$ cat config.mk
export PLATFORM = sky130hd
export DESIGN_NAME = pe_packetizer_flat
export DESIGN_NICKNAME = d
export VERILOG_FILES = /design/src/rtl/pe_pkt_pkg.sv /design/src/rtl/pe_packetizer_if.sv /design/src/rtl/pe_packetizer.sv /design/src/flat_wrapper.sv
export SDC_FILE = /design/constraint.sdc
export NUM_CORES = 1
export LEC_CHECK = 0
export CAP_MARGIN = 15
export CORE_AREA = 4 4 71 73
export CTS_BUF_LIST = sky130_fd_sc_hd__clkbuf_8
export DETAILED_ROUTE_END_ITERATION = 7
export DIE_AREA = 0 0 75 77
export SLEW_MARGIN = 40
export SYNTH_ARGS = -nofsm -noshare
export SYNTH_HDL_FRONTEND = slang
export SYNTH_SLANG_ARGS = --single-unit
$ cat constraint.sdc
create_clock -name clk -period 2.9 [get_ports clk]
set_clock_uncertainty 0.15 [all_clocks]
set_input_delay 0.29 -clock clk [delete_from_list [all_inputs] [get_ports clk]]
set_output_delay 0.29 -clock clk [all_outputs]
set_load 0.01 [all_outputs]
$ cat src/rtl/pe_pkt_pkg.sv
// rtl/pe_pkt_pkg.sv - shared PE packet field layout, FSM states and packing helpers
package pe_pkt_pkg;

  localparam int TS_BIT        = 0;
  localparam int MODE_BIT      = 1;
  localparam int ROW_LSB       = 2;
  localparam int DATA_LSB      = 4;
  localparam int ROW_W         = 2;
  localparam int ELEMS_PER_PKT = 3;
  localparam int LAST_ROW      = 2;

  localparam logic MODE_IFMAP  = 1'b0;
  localparam logic MODE_FILTER = 1'b1;

  typedef enum logic [1:0] {
    IDLE    = 2'd0,
    COLLECT = 2'd1,
    SEND    = 2'd2
  } pkt_state_e;

  function automatic int pkt_width(input int filter_width);
    return ELEMS_PER_PKT * filter_width + DATA_LSB;
  endfunction

  // Header nibble below the element payload; shared with the depacketizer.
  function automatic logic [DATA_LSB-1:0] pkt_header(input logic mode,
                                                     input logic ts,
                                                     input logic [ROW_W-1:0] row);
    logic [DATA_LSB-1:0] h;
    h                   = '0;
    h[TS_BIT]           = ts;
    h[MODE_BIT]         = mode;
    h[ROW_LSB +: ROW_W] = row;
    return h;
  endfunction

endpackage

$ cat src/rtl/pe_packetizer_if.sv
// rtl/pe_packetizer_if.sv - command, element and packet handshake bundle of the PE packetizer
interface pe_packetizer_if
  import pe_pkt_pkg::*;
#(
  parameter int FILTER_WIDTH = 8
);

  localparam int PKT_W = pkt_width(FILTER_WIDTH);

  logic                    cmd_valid;
  logic                    cmd_ready;
  logic                    cmd_mode;
  logic                    cmd_timestep;
  logic                    elem_valid;
  logic                    elem_ready;
  logic [FILTER_WIDTH-1:0] elem_data;
  logic                    pkt_valid;
  logic                    pkt_ready;
  logic [PKT_W-1:0]        pkt_data;
  logic                    busy;

  // master: data source / NoC side; slave: the packetizer itself.
  modport master (
    output cmd_valid, cmd_mode, cmd_timestep, elem_valid, elem_data, pkt_ready,
    input  cmd_ready, elem_ready, pkt_valid, pkt_data, busy
  );

  modport slave (
    input  cmd_valid, cmd_mode, cmd_timestep, elem_valid, elem_data, pkt_ready,
    output cmd_ready, elem_ready, pkt_valid, pkt_data, busy
  );

endinterface

$ cat src/rtl/pe_packetizer.sv
// rtl/pe_packetizer.sv - builds three 3-element row packets per command for NoC injection
module pe_packetizer
  import pe_pkt_pkg::*;
#(
  parameter int FILTER_WIDTH = 8
) (
  input  logic            clk,
  input  logic            rst,
  pe_packetizer_if.slave  bus
);

  localparam int PKT_W  = pkt_width(FILTER_WIDTH);
  localparam int DATA_W = PKT_W - DATA_LSB;

  pkt_state_e        state_q, state_d;
  logic [ROW_W-1:0]  row_q, row_d;
  logic [1:0]        cnt_q, cnt_d;
  logic              mode_q, mode_d;
  logic              ts_q, ts_d;
  logic [DATA_W-1:0] data_q, data_d;

  always_ff @(posedge clk) begin
    if (rst) begin
      state_q <= IDLE;
      row_q   <= '0;
      cnt_q   <= '0;
      mode_q  <= MODE_IFMAP;
      ts_q    <= 1'b0;
      data_q  <= '0;
    end else begin
      state_q <= state_d;
      row_q   <= row_d;
      cnt_q   <= cnt_d;
      mode_q  <= mode_d;
      ts_q    <= ts_d;
      data_q  <= data_d;
    end
  end

  always_comb begin
    state_d = state_q;
    row_d   = row_q;
    cnt_d   = cnt_q;
    mode_d  = mode_q;
    ts_d    = ts_q;
    data_d  = data_q;
    unique case (state_q)
      IDLE: begin
        if (bus.cmd_valid) begin
          mode_d  = (bus.cmd_mode == MODE_FILTER);
          ts_d    = bus.cmd_timestep;
          row_d   = '0;
          cnt_d   = '0;
          data_d  = '0;
          state_d = COLLECT;
        end
      end
      COLLECT: begin
        if (bus.elem_valid) begin
          for (int k = 0; k < ELEMS_PER_PKT; k++) begin
            if (cnt_q == 2'(k)) begin
              data_d[k*FILTER_WIDTH +: FILTER_WIDTH] = bus.elem_data;
            end
          end
          cnt_d = cnt_q + 2'd1;
          if (cnt_q == 2'(ELEMS_PER_PKT - 1)) begin
            state_d = SEND;
          end
        end
      end
      SEND: begin
        if (bus.pkt_ready) begin
          // Row saturates at the last row: the final handshake ends the command.
          if (row_q == ROW_W'(LAST_ROW)) begin
            data_d  = '0;
            state_d = IDLE;
          end else begin
            row_d   = row_q + 1'b1;
            cnt_d   = '0;
            state_d = COLLECT;
          end
        end
      end
      default: begin
        state_d = IDLE;
      end
    endcase
  end

  // All handshake outputs are pure decodes of the registered state.
  assign bus.cmd_ready  = (state_q == IDLE);
  assign bus.elem_ready = (state_q == COLLECT);
  assign bus.pkt_valid  = (state_q == SEND);
  assign bus.busy       = (state_q != IDLE);
  assign bus.pkt_data   = (state_q == SEND) ? {data_q, pkt_header(mode_q, ts_q, row_q)}
                                            : '0;

endmodule

$ cat src/flat_wrapper.sv
// flat-port wrapper written by rule: the top's interface ports become plain ports
module pe_packetizer_flat import pe_pkt_pkg::*;
#(
  parameter int FILTER_WIDTH = 8
)
  (clk, rst, bus_cmd_valid, bus_cmd_mode, bus_cmd_timestep, bus_elem_valid, bus_elem_data, bus_pkt_ready, bus_cmd_ready, bus_elem_ready, bus_pkt_valid, bus_pkt_data, bus_busy);
  pe_packetizer_if #(.FILTER_WIDTH(FILTER_WIDTH)) bus_i ();
  input  logic clk;
  input  logic rst;
  input wire logic [$bits(bus_i.cmd_valid)-1:0] bus_cmd_valid;
  input wire logic [$bits(bus_i.cmd_mode)-1:0] bus_cmd_mode;
  input wire logic [$bits(bus_i.cmd_timestep)-1:0] bus_cmd_timestep;
  input wire logic [$bits(bus_i.elem_valid)-1:0] bus_elem_valid;
  input wire logic [$bits(bus_i.elem_data)-1:0] bus_elem_data;
  input wire logic [$bits(bus_i.pkt_ready)-1:0] bus_pkt_ready;
  output wire logic [$bits(bus_i.cmd_ready)-1:0] bus_cmd_ready;
  output wire logic [$bits(bus_i.elem_ready)-1:0] bus_elem_ready;
  output wire logic [$bits(bus_i.pkt_valid)-1:0] bus_pkt_valid;
  output wire logic [$bits(bus_i.pkt_data)-1:0] bus_pkt_data;
  output wire logic [$bits(bus_i.busy)-1:0] bus_busy;
  assign bus_i.cmd_valid = bus_cmd_valid;
  assign bus_i.cmd_mode = bus_cmd_mode;
  assign bus_i.cmd_timestep = bus_cmd_timestep;
  assign bus_i.elem_valid = bus_elem_valid;
  assign bus_i.elem_data = bus_elem_data;
  assign bus_i.pkt_ready = bus_pkt_ready;
  assign bus_cmd_ready = bus_i.cmd_ready;
  assign bus_elem_ready = bus_i.elem_ready;
  assign bus_pkt_valid = bus_i.pkt_valid;
  assign bus_pkt_data = bus_i.pkt_data;
  assign bus_busy = bus_i.busy;
  pe_packetizer #(.FILTER_WIDTH(FILTER_WIDTH)) u_core (.clk(clk), .rst(rst), .bus(bus_i));
endmodule
==> run_results.csv <==
group,metric,value,unit
power,power.leakage,0.707,nW
power,p_sw,0.208,mW
layout,design_area,0.00206,mm²
yosys,syn_inst,174,
yosys,syn_area,0.00149,mm²
floorplan,pin_count,47,
yosys,synth_ff_type,"dfxtp_1",
floorplan,core_area,0.00435,mm²
yosys,synth_top_area_frac,0.431,
place,dp.cells,262,
timing,fmax,372,MHz
timing,setup_violations,0,
route,drc,0,
timing,slew-limit-headroom,0.563,
floorplan,die_w,75,µm
global_routing,track_usage,0.128,
clock_tree,numCtsBuffers,5,
critical_path,reg2reg_to,"u_core.data_q[14]$_SDFFE_PP0P_",
job,maxCapViolations,0,
route,first_pass_iters,4,
clock_tree,clkTransAtPathRegs,0.07,ns
clock_tree,cts-hold-fix-buffers,0,
place,dpl_cell_area,0.00197,mm²
yosys,synth_cell_types,27,
yosys,avgSynthCellArea,8.55,µm²
clock_tree,clock_latency,0.29,ns
yosys,synth.net_count,193,
critical_path,path_cells,"and2b_1 -> buf_4 -> and2_1 -> clkdlybuf4s50_1",
critical_path,startpoint_type,"register",
route,via_per_inst,4.76,
critical_path,crit-reg2reg-launch,"u_core.state_q[0]$_SDFFE_PP0P_",
route,wirelength,3430,µm
critical_path,crit_slowest_cell,"dfxtp_1",
clock_tree,cts_tree,"built",
timing,slew_viol_final,0,
timing,setup_tns,0,ns
route,dr.first_iter.drc_count,69,
layout,final_cell_count_no_fill,270,
critical_path,crit_fanout,18,
outcome,status,"completed",
global_routing,antenna_found_initial,0,
place,gp_congestion,0.722,
global_routing,grt_pass1_wl,5840,µm
yosys,ys_ff_latch,32,
yosys,async_flop_share,0,
floorplan,dieArea,0.00578,mm²
power,p_per_area,427,mW/mm²
critical_path,crit_type,"reg -> out",
place,port_buffers,46,
clock_tree,clock_path_buffers,2,
critical_path,r2r_slack,0.95,ns
power,switching_share,0.236,
critical_path,crit_buf_inv,2,
critical_path,crit_start,"u_core.state_q[1]$_SDFFE_PP0P_",
global_routing,grt_max_degree,25,
global_routing,first_global_vias,1208,
route,wl_per_cell,12.7,µm
power,clkPwrFrac,0.403,
layout,drive_above_1_share,0.0826,
timing,fin_crit_sh,0.928,
min_path,holdCritPathClass,"reg -> reg",
floorplan,start_util,0.342,
timing,layout_min_cycle_time,2.69,ns
power,ir_drop,0.000205,V
layout,final_nets,236,
critical_path,endpoint,"bus_pkt_data[10]",
clock_tree,clock_sinks,32,
place,post-dp-hpwl,2450,µm
clock_tree,postCtsSetupRepairBufs,0,
critical_path,cp.arrival,2.25,ns
critical_path,crit_required,2.46,ns
timing,hold_viol,0,
critical_path,reg2reg_depth,3,
global_routing,overflow,0,
critical_path,cp_top_family,"buffers and inverters",
critical_path,critPathMaxStageDelay,0.53,ns
power,combinationalPowerShare,0.085,
power,seq_power_share,0.513,
route,drtAntennaViolNets,0,
power,p_int,0.672,mW
clock_tree,htreeDepth,2,
clock_tree,cts-root-buf,"clkbuf_8",
floorplan,die_h,77,µm
yosys,ys_seq_area_frac,0.431,
timing,worst_slack,0.209,ns
layout,insertedDiodeCount,0,
timing,worst_slew_pin_slew,0.652,ns
yosys,ys_warn_count,0,
layout,area_delta_synth_final,38.6,%
place,post-place-ws,0.464,ns
power,power,0.880,mW
timing,grt_setup_unrepaired,"no",
yosys,synth.largest_area_cell,"dfxtp_1",
route,via_count,1284,
floorplan,row_count,24,
yosys,synth_area_leaders,"dfxtp_1 43%, and2_1 12%, nand2_1 9.1%, o22ai_1 8.4%, ha_1 3.4%",
yosys,synth_enable_flop_cells,0,
critical_path,cp_num_cells,4,
clock_tree,cts_resized,0,
critical_path,setup.worst_path.end_class,"output port",
## power groups by stage
stage                     clock network [mW]  registers, mW  logic (mW)
after global routing                   0.375          0.452      0.0830
after CTS                              0.359          0.451      0.0756
after detailed placement                   0          0.461      0.0751
after floorplan                            0          0.457      0.0454
final                                  0.354          0.451      0.0746
after global placement                     0          0.461      0.0753
## Yosys cell counts (2+ instances only)
library cell / number
nor2_1: 2
o21ai_0: 3
nand4b_1: 3
o22ai_2: 4
buf_2: 6
nand3b_1: 4
o22ai_1: 20
nand2b_1: 4
dfxtp_1: 32
and2_1: 28
mux2i_1: 2
inv_1: 5
a21oi_1: 4
or3_1: 2
ha_1: 4
nand2_1: 36
clkbuf_1: 5
## kinds of logic (layout without fill, tap and decap cells)
| family | Yosys count | count (layout) | share of synthesized area |
|---|---|---|---|
| buffers and inverters | 17 | 61 | 0.0530 |
| and+or+nand+nor | 85 | 85 | 0.310 |
| muxes | 2 | 2 | 0.0135 |
| DFF | 32 | 32 | 0.431 |
| adders and majority gates | 4 | 4 | 0.0336 |
| AOI/OAI and AO/OA | 34 | 34 | 0.159 |
## through the flow
stage	utilization	hold WS [ns]
global route	0.474	0.335
detailed placement	0.452	0.307
CTS	0.473	0.318
floorplan	-	0.276
global placement	0.452	0.302
finish	0.474	0.314
## layer usage
layer / GRT usage / routed length (µm)
met5: 0 / 0
met4: 0.0374 / 43
met3: 0.0431 / 266
met2: 0.188 / 1550
met1: 0.176 / 1570
## layout by cell type, fill, tap and decap left out, types with 5 or more instances in the layout
cell             synthesis  layout
o22ai_1                 20      20
clkdlybuf4s50_1          0      46
inv_1                    5       5
dfxtp_1                 32      32
nand2_1                 36      36
clkbuf_8                 0       6
and2_1                  28      28
## area by class of cell
| class | count | area, µm² |
|---|---|---|
| Fill cell | 444 | 2290 |
| Sequential cell | 32 | 641 |
| Tap cell | 52 | 65.1 |
| Timing Repair Buffer | 48 | 475 |
| Inverter | 5 | 18.8 |
| Multi-Input combinational cell | 125 | 769 |
| Clock buffer | 6 | 82.6 |
| Clock inverter | 2 | 10.0 |
## how the worst min path moves through the flow
stage	startpoint	endpoint	slack, ns	depth (start not counted)
global route	u_core.data_q[6]$_SDFFE_PP0P_	u_core.data_q[6]$_SDFFE_PP0P_	0.33	2
floorplan	bus_cmd_mode	u_core.mode_q$_SDFFE_PP0P_	0.28	2
global placement	u_core.data_q[14]$_SDFFE_PP0P_	u_core.data_q[14]$_SDFFE_PP0P_	0.30	2
CTS	u_core.data_q[4]$_SDFFE_PP0P_	u_core.data_q[4]$_SDFFE_PP0P_	0.32	2
detailed placement	u_core.data_q[4]$_SDFFE_PP0P_	u_core.data_q[4]$_SDFFE_PP0P_	0.31	2
finish	u_core.data_q[4]$_SDFFE_PP0P_	u_core.data_q[4]$_SDFFE_PP0P_	0.31	2
## sequential cells by signal, indices dropped and copies added, names as in the netlist
register	count
u_core.data_q	24
u_core.cnt_q	2
u_core.row_q	2
u_core.state_q	2
u_core.mode_q	1
u_core.ts_q	1
## tightest hold or removal path: cells and delay by family (launching register included)
kind / cells / cell delay (ns)
AND/OR/NAND/NOR: 1 / 0.05
AO/OA/AOI/OAI: 1 / 0.06
flip-flops: 1 / 0.31
(Power assumes the default switching activity.)
